--- config.mk ---
export PLATFORM = sky130hd
export DESIGN_NAME = sgd_mem_rd_req
export DESIGN_NICKNAME = d
export VERILOG_FILES = /design/src/rtl/sgd_mem_rd_req_pkg.sv /design/src/rtl/sgd_beat_credit.sv /design/src/rtl/sgd_mem_rd_req.sv
export SDC_FILE = /design/constraint.sdc
export NUM_CORES = 1
export LEC_CHECK = 0
export CORE_ASPECT_RATIO = 0.8
export CORE_MARGIN = 1.5
export CORE_UTILIZATION = 30
export DETAILED_ROUTE_END_ITERATION = 7
export SLEW_MARGIN = 20
export SYNTH_ARGS = -nofsm -noshare
export SYNTH_HDL_FRONTEND = slang
export SYNTH_SLANG_ARGS = --single-unit
export TNS_END_PERCENT = 20
--- constraint.sdc ---
create_clock -name clk -period 13.05 [get_ports clk]
set_input_delay 2.61 -clock clk [delete_from_list [all_inputs] [get_ports clk]]
set_output_delay 2.61 -clock clk [all_outputs]
set_load 0.05 [all_outputs]
--- src/rtl/sgd_mem_rd_req_pkg.sv ---
// Shared definitions for the SGD external-memory read path: R-channel tags,
// AXI beat size and the read-request FSM state encoding.
package sgd_mem_rd_req_pkg;

    // One AXI beat on the 512-bit memory port.
    localparam int unsigned AXI_BEAT_BYTES = 64;

    // ARID tags used by the read-response dispatcher to split the R channel.
    localparam logic [3:0] MEM_RD_A_TAG = 4'd1;
    localparam logic [3:0] MEM_RD_B_TAG = 4'd2;

    // Read-request generator states.
    typedef enum logic [2:0] {
        ST_IDLE,
        ST_REQ_B,
        ST_REQ_A,
        ST_NEXT,
        ST_DONE
    } mem_rd_state_t;

endpackage

--- src/rtl/sgd_beat_credit.sv ---
// Up/down counter of outstanding R beats plus the "may another request of
// N beats be issued" compare against the dispatcher's buffering limit.
module sgd_beat_credit
    import sgd_mem_rd_req_pkg::*;
#(
    parameter int unsigned MAX_OUT_BEATS = 256
) (
    input  logic       clk,
    input  logic       rst_n,
    input  logic       add_en_i,     // AR handshake this cycle
    input  logic [7:0] add_len_i,    // ARLEN of that handshake
    input  logic       beat_done_i,  // one R beat accepted this cycle
    input  logic [8:0] req_beats_i,  // beats of the request about to be raised
    output logic       can_issue_o
);

    logic [15:0] out_beats_q;
    logic [15:0] out_beats_d;
    logic [16:0] inc;
    logic [16:0] dec;

    // Next credit value: add ARLEN+1 on a handshake, drop one per beat, never below zero.
    always_comb begin
        // NOTE: every combinational output gets a default first so no path leaves it unassigned (no latch).
        inc         = '0;
        dec         = '0;
        out_beats_d = out_beats_q;
        if (add_en_i) begin
            inc = 17'(add_len_i) + 17'd1;
        end
        // A beat arriving with nothing outstanding is stale (e.g. from before a reset).
        if (beat_done_i && (out_beats_q != '0)) begin
            dec = 17'd1;
        end
        out_beats_d = 16'(17'(out_beats_q) + inc - dec);
    end

    // Issue is allowed while the new request still fits within the limit.
    always_comb begin
        can_issue_o = ({16'd0, out_beats_q} + 32'(req_beats_i)) <= 32'(MAX_OUT_BEATS);
    end

    // Credit register.
    always_ff @(posedge clk or negedge rst_n) begin
        if (!rst_n) begin
            out_beats_q <= '0;
        end else begin
            // NOTE: sequential state uses non-blocking assignment so all flops update together at the edge.
            out_beats_q <= out_beats_d;
        end
    end

endmodule

--- src/rtl/sgd_mem_rd_req.sv ---
// Read-request generator for the SGD engine. Walks the label vector b and
// the sample matrix a for a number of epochs, issuing one b beat followed by
// a_bursts_per_b a bursts, tagged so the dispatcher can separate R data.
module sgd_mem_rd_req
    import sgd_mem_rd_req_pkg::*;
#(
    parameter int unsigned ADDR_WIDTH    = 64,
    parameter int unsigned ID_WIDTH      = 5,
    parameter int unsigned BURST_LEN     = 16,
    parameter int unsigned MAX_OUT_BEATS = 256
) (
    input  logic                  clk,
    input  logic                  rst_n,
    input  logic                  started,
    input  logic [ADDR_WIDTH-1:0] addr_a,
    input  logic [ADDR_WIDTH-1:0] addr_b,
    input  logic [31:0]           num_b_beats,
    input  logic [15:0]           a_bursts_per_b,
    input  logic [31:0]           num_epochs,
    output logic                  m_axi_ARVALID,
    input  logic                  m_axi_ARREADY,
    output logic [ADDR_WIDTH-1:0] m_axi_ARADDR,
    output logic [7:0]            m_axi_ARLEN,
    output logic [ID_WIDTH-1:0]   m_axi_ARID,
    output logic [2:0]            m_axi_ARSIZE,
    output logic [1:0]            m_axi_ARBURST,
    input  logic                  rd_beat_done,
    output logic                  done,
    output logic [31:0]           state_counters_mem_rd
);

    localparam logic [7:0]            A_LEN  = 8'(BURST_LEN - 1);
    localparam logic [ADDR_WIDTH-1:0] B_STEP = ADDR_WIDTH'(AXI_BEAT_BYTES);
    localparam logic [ADDR_WIDTH-1:0] A_STEP = ADDR_WIDTH'(BURST_LEN * AXI_BEAT_BYTES);
    localparam logic [ID_WIDTH-1:0]   ID_A   = ID_WIDTH'(MEM_RD_A_TAG);
    localparam logic [ID_WIDTH-1:0]   ID_B   = ID_WIDTH'(MEM_RD_B_TAG);

    mem_rd_state_t         state_q;
    logic                  arvalid_q;
    logic [ADDR_WIDTH-1:0] araddr_q;
    logic [7:0]            arlen_q;
    logic [ID_WIDTH-1:0]   arid_q;
    logic                  done_q;
    logic [31:0]           stall_q;

    // Job configuration captured at start.
    logic [ADDR_WIDTH-1:0] a_base_q;
    logic [ADDR_WIDTH-1:0] b_base_q;
    logic [31:0]           num_b_q;
    logic [15:0]           a_per_b_q;
    logic [31:0]           num_ep_q;

    // Walk position.
    logic [ADDR_WIDTH-1:0] a_ptr_q;
    logic [ADDR_WIDTH-1:0] b_ptr_q;
    logic [15:0]           a_cnt_q;
    logic [31:0]           b_cnt_q;
    logic [31:0]           epoch_q;

    logic       ar_hs;
    logic       in_req;
    logic       can_issue;
    logic       stall;
    logic [8:0] req_beats;

    // Handshake, beats of the pending request and credit-stall detection.
    always_comb begin
        ar_hs     = arvalid_q & m_axi_ARREADY;
        in_req    = (state_q == ST_REQ_B) || (state_q == ST_REQ_A);
        req_beats = (state_q == ST_REQ_A) ? 9'(BURST_LEN) : 9'd1;
        stall     = in_req & ~arvalid_q & ~can_issue;
    end

    sgd_beat_credit #(
        .MAX_OUT_BEATS(MAX_OUT_BEATS)
    ) u_credit (
        .clk        (clk),
        .rst_n      (rst_n),
        .add_en_i   (ar_hs),
        .add_len_i  (arlen_q),
        .beat_done_i(rd_beat_done),
        .req_beats_i(req_beats),
        .can_issue_o(can_issue)
    );

    // Request FSM with registered AR channel, done flag and stall counter.
    always_ff @(posedge clk or negedge rst_n) begin
        if (!rst_n) begin
            state_q   <= ST_IDLE;
            arvalid_q <= 1'b0;
            araddr_q  <= '0;
            arlen_q   <= '0;
            arid_q    <= '0;
            done_q    <= 1'b0;
            stall_q   <= '0;
            a_base_q  <= '0;
            b_base_q  <= '0;
            num_b_q   <= '0;
            a_per_b_q <= '0;
            num_ep_q  <= '0;
            a_ptr_q   <= '0;
            b_ptr_q   <= '0;
            a_cnt_q   <= '0;
            b_cnt_q   <= '0;
            epoch_q   <= '0;
        end else begin
            if (stall && (stall_q != '1)) begin
                stall_q <= stall_q + 32'd1;
            end

            case (state_q)
                ST_IDLE, ST_DONE: begin
                    if (started) begin
                        a_base_q  <= addr_a;
                        b_base_q  <= addr_b;
                        num_b_q   <= num_b_beats;
                        a_per_b_q <= a_bursts_per_b;
                        num_ep_q  <= num_epochs;
                        a_ptr_q   <= addr_a;
                        b_ptr_q   <= addr_b;
                        a_cnt_q   <= '0;
                        b_cnt_q   <= '0;
                        epoch_q   <= '0;
                        stall_q   <= '0;
                        if ((num_b_beats == '0) || (num_epochs == '0)) begin
                            done_q  <= 1'b1;
                            state_q <= ST_DONE;
                        end else begin
                            done_q  <= 1'b0;
                            state_q <= ST_REQ_B;
                        end
                    end
                end

                ST_REQ_B: begin
                    if (!arvalid_q) begin
                        if (can_issue) begin
                            arvalid_q <= 1'b1;
                            araddr_q  <= b_ptr_q;
                            arlen_q   <= 8'd0;
                            arid_q    <= ID_B;
                        end
                    end else if (m_axi_ARREADY) begin
                        arvalid_q <= 1'b0;
                        b_ptr_q   <= b_ptr_q + B_STEP;
                        state_q   <= (a_per_b_q == '0) ? ST_NEXT : ST_REQ_A;
                    end
                end

                ST_REQ_A: begin
                    if (!arvalid_q) begin
                        if (can_issue) begin
                            arvalid_q <= 1'b1;
                            araddr_q  <= a_ptr_q;
                            arlen_q   <= A_LEN;
                            arid_q    <= ID_A;
                        end
                    end else if (m_axi_ARREADY) begin
                        arvalid_q <= 1'b0;
                        a_ptr_q   <= a_ptr_q + A_STEP;
                        a_cnt_q   <= a_cnt_q + 16'd1;
                        if ((a_cnt_q + 16'd1) == a_per_b_q) begin
                            state_q <= ST_NEXT;
                        end
                    end
                end

                ST_NEXT: begin
                    a_cnt_q <= '0;
                    if ((b_cnt_q + 32'd1) < num_b_q) begin
                        b_cnt_q <= b_cnt_q + 32'd1;
                        state_q <= ST_REQ_B;
                    end else if ((epoch_q + 32'd1) == num_ep_q) begin
                        done_q  <= 1'b1;
                        state_q <= ST_DONE;
                    end else begin
                        epoch_q <= epoch_q + 32'd1;
                        b_cnt_q <= '0;
                        a_ptr_q <= a_base_q;
                        b_ptr_q <= b_base_q;
                        state_q <= ST_REQ_B;
                    end
                end

                default: state_q <= ST_IDLE;
            endcase
        end
    end

    assign m_axi_ARVALID         = arvalid_q;
    assign m_axi_ARADDR          = araddr_q;
    assign m_axi_ARLEN           = arlen_q;
    assign m_axi_ARID            = arid_q;
    assign m_axi_ARSIZE          = 3'b110;
    assign m_axi_ARBURST         = 2'b01;
    assign done                  = done_q;
    assign state_counters_mem_rd = stall_q;

endmodule
==> key figures <==
Detailed routing
  • Routed vias: 27500
  • Antenna Nets Post-Route: 0
  • Total wire length: 108000 um
  • Number of remaining DRC errors: 0
  • First-pass iteration count of the detailed router: 7
  • Routed len/inst: 21.0 um
  • Number of DRC markers after the initial detailed-route iteration: 2429
  • Vias per cell: 5.38

Synth
  • Synthesized area: 30900 um^2
  • Area share of the largest cell type after synthesis: 43.3%
  • Distinct cell type count after synthesis: 88
  • Sequential share of the synthesized area: 43.3%
  • Count of state elements after synthesis: 535
  • Per-instance average area after synthesis: 8.66 um^2
  • Largest area contributor in the synthesized netlist: sky130_fd_sc_hd__dfrtp_1
  • Post-synth EDFFs: 0
  • Dominant cells by area after synthesis: sky130_fd_sc_hd__dfrtp_1, sky130_fd_sc_hd__nand2_1, sky130_fd_sc_hd__o21ai_0
  • Post-synth top flop: sky130_fd_sc_hd__dfrtp_1
  • Yosys warning total: 0
  • Async set-reset flop share out of synthesis: 100%
  • Cells after synthesis: 3566

Final layout
  • Fraction of final layout cells with drive strength greater than 1: 6.35%
  • Sequential cell area: 13400 um^2
  • Commonest cells after routing, fill and taps aside: sky130_fd_sc_hd__nand2_1, sky130_fd_sc_hd__dfrtp_1, sky130_fd_sc_hd__clkdlybuf4s50_1
  • Nets: 4015
  • Commonest non-fill, non-tap cell in the layout: sky130_fd_sc_hd__nand2_1
  • Finished Cell Area: 37400 um^2
  • Fill cell instance count of the final layout: 10300
  • Layout-stage area growth over the synthesis result: 21.1%
  • Area used by multi-input combinational logic: 16200 um^2

Clocking
  • TritonCTS clock tree: yes
  • TritonCTS Sinks: 535
  • Clock root buffer master: sky130_fd_sc_hd__clkbuf_16
  • Setup Buffers After CTS: 0
  • Post-CTS sizing: 0
  • Quantity of hold-fixing buffers added after cts: 0
  • Number of levels the H-tree was split into: 2
  • Clock transition time at the flip-flop clock pins of the worst setup and hold paths: 70 ps
  • Total CTS buffers: 61
  • Clock latency reported for the late side of the worst-skew pair: 680 ps
  • CTS Buffer Depth: 3

STA
  • Final Cycle Share: 54.9%
  • Max Transition Viols Final: 0
  • Highest clock frequency the design can meet: 0.140 GHz
  • Minimum clock period after layout: 7170 ps
  • Worst-Margin Slew: 1150 ps
  • Final hold vios: 0
  • Unrepaired setup endpoints after global routing: false
  • Worst max-slew margin expressed relative to the limit: 23.6%
  • Clock skew: 41.2 ps
  • Setup Total Neg Slack: 0 ps
  • Worst hold margin: 470 ps
  • Number of setup violations in the final report: 0

Die
  • Initial cell density of the core: 30.2%
  • Die H: 290 um
  • Core outline area: 102000 um^2
  • Die extent in x: 362 um
  • Standard-cell row count: 105
  • Total die area: 105000 um^2
  • Ports: 329

Setup path
  • Kind of end point of the critical path: flip-flop
  • Data required time of the critical path: 13580 ps
  • Reg2reg start: b_cnt_q[2]
  • Depth of the worst register-to-register path: 20
  • Source of the critical timing path: b_cnt_q[2]
  • Worst Setup Path Type: flip-flop to flip-flop
  • Startpoint Class: flip-flop
  • Critical path fanouts, max: 62
  • Data arrival time at the worst-slack endpoint: 7690 ps

GRT
  • Combined global-route utilization of all metal layers: 20.0%
  • Number of global-route vias before repair: 26200
  • First-pass GRT wire length: 165000 um
  • Gr ovfl total: 0
  • Largest net degree at the start of global routing: 167
  • Antenna violations before repair: 24

Hold path
  • Hold Path Stages: 2
  • Min-delay worst type: flip-flop to flip-flop
  • Hold Crit Start: b_base_q[62]

Placement
  • Placed wire-length estimate: 74100 um
  • Post-detailed-placement cell area: 35000 um^2
  • Count of input and output buffers: 316
  • Final weighted congestion of routability-driven global placement: 0.883

Run
  • Maximum capacitance violations: 0

Run status
  • Run status: complete, no violations

Power and ir drop
  • Worst voltage drop across the vdd grid: 0.116 mV
  • Total leakage power: 16.3 nW
  • PD cells: 154 nW/um^2
path summary, 6_finish.rpt:
check	endpoint	slack (ps)
max in group asynchronous	state_q[1]	8380
max	b_ptr_q[18]	5880
min	b_base_q[62]	470
max reg2reg	b_ptr_q[18]	5880
min in group asynchronous	state_counters_mem_rd[11]	1990
min reg2reg	b_base_q[62]	470
metrics by stage:
step	worst slack [ps]	power, mW	utilization (%)	cells
floorplan	7790	3.24	-	3576
global placement	6160	3.75	34.2	5000
detailed placement	6030	3.77	34.2	5000
CTS	5990	5.78	36.5	5115
global route	5600	6.05	36.5	5116
finish	5880	5.76	36.5	5117
area by class of cell:
cell class                      instances  share of cell area [%]
Clock inverter                         32                    1.56
Timing Repair Buffer                  358                    9.38
Clock buffer                           83                    4.70
Tap cell                             1337                    4.47
Sequential cell                       535                    35.8
Antenna cell                            2                  0.0134
Multi-Input combinational cell       2685                    43.2
Inverter                               85                   0.853
power breakdown:
group          total, mW  switching [mW]  internal (mW)  leakage (nW)
Combinational       1.48           0.828          0.650          8.38
Clock               1.99           0.786           1.21          1.13
Sequential          2.29           0.389           1.90          6.84
kinds of logic (layout without fill, tap and decap cells):
family | after synthesis | count (layout) | share of synthesized area (%)
multiplexers | 56 | 56 | 2.18
AO/OA/AOI/OAI | 797 | 797 | 18.6
AND/OR/NAND/NOR | 1583 | 1583 | 23.3
adder cells (fa/ha/maj) | 76 | 76 | 3.10
flip-flops | 535 | 535 | 43.3
other | 2 | 14 | 0.0243
buffers and inverters | 356 | 558 | 4.89
XOR/XNOR | 161 | 161 | 4.57
state kept, by name (all words and copies together) (netlist names):
signal and count:
num_b_q 32, num_ep_q 32, m_axi_ARLEN 1, state_counters_mem_rd 32, m_axi_ARVALID 1, u_credit.out_beats_q 16, m_axi_ARID 1, a_base_q 64
m_axi_ARADDR 64, b_base_q 64, b_cnt_q 32, a_cnt_q 16, state_q 3, a_ptr_q 64, done 1, a_per_b_q 16
epoch_q 32, b_ptr_q 64
routing by layer:
| metal | routed length (um) | GRT usage [%] | up-vias |
|---|---|---|---|
| li1 | - | - | 13000 |
| met1 | 52700 | 30.5 | 13400 |
| met2 | 44100 | 28.1 | 895 |
| met3 | 8420 | 4.97 | 153 |
| met4 | 2160 | 4.41 | 40 |
| met5 | 245 | 0 | - |
worst max-delay path: stages (launching register included):
cell and delay (ps):
sky130_fd_sc_hd__dfrtp_1 460, sky130_fd_sc_hd__and3_1 220, sky130_fd_sc_hd__and3_1 250, sky130_fd_sc_hd__nand3_1 270, sky130_fd_sc_hd__nor2b_1 550, sky130_fd_sc_hd__nand4_1 390, sky130_fd_sc_hd__nor2_1 440, sky130_fd_sc_hd__nand3_1 180
sky130_fd_sc_hd__xnor2_1 160, sky130_fd_sc_hd__ha_1 290, sky130_fd_sc_hd__a21o_1 190, sky130_fd_sc_hd__a21o_1 170, sky130_fd_sc_hd__a21oi_1 160, sky130_fd_sc_hd__o21ai_0 140, sky130_fd_sc_hd__a21o_1 180, sky130_fd_sc_hd__nor2_1 630
sky130_fd_sc_hd__a31o_4 580, sky130_fd_sc_hd__buf_4 840, sky130_fd_sc_hd__a21oi_4 130, sky130_fd_sc_hd__buf_4 330, sky130_fd_sc_hd__mux2_4 370
cells in the mapped netlist (all sizes together) (10+ instances only):
cell type / n
a22oi: 34
a221o: 92
nor2: 230
o31ai: 17
nand2b: 14
dfrtp: 535
a22o: 28
xor2: 62
clkbuf: 197
nor2b: 11
a31oi: 34
and3: 57
nand3b: 12
a221oi: 13
o21ai: 199
nand2: 852
inv: 85
or3: 17
o311ai: 30
nor3: 56
o2bb2ai: 29
o22ai: 23
buf: 74
a211oi: 38
ha: 75
a2bb2oi: 23
nand4: 67
o211ai: 29
or4: 13
o221ai: 10
nand3: 124
mux2: 36
and2: 22
a21o: 17
a21oi: 100
xnor2: 99
o22a: 19
and4: 30
nor4: 50
mux2i: 20
(Power assumes the default switching activity.)
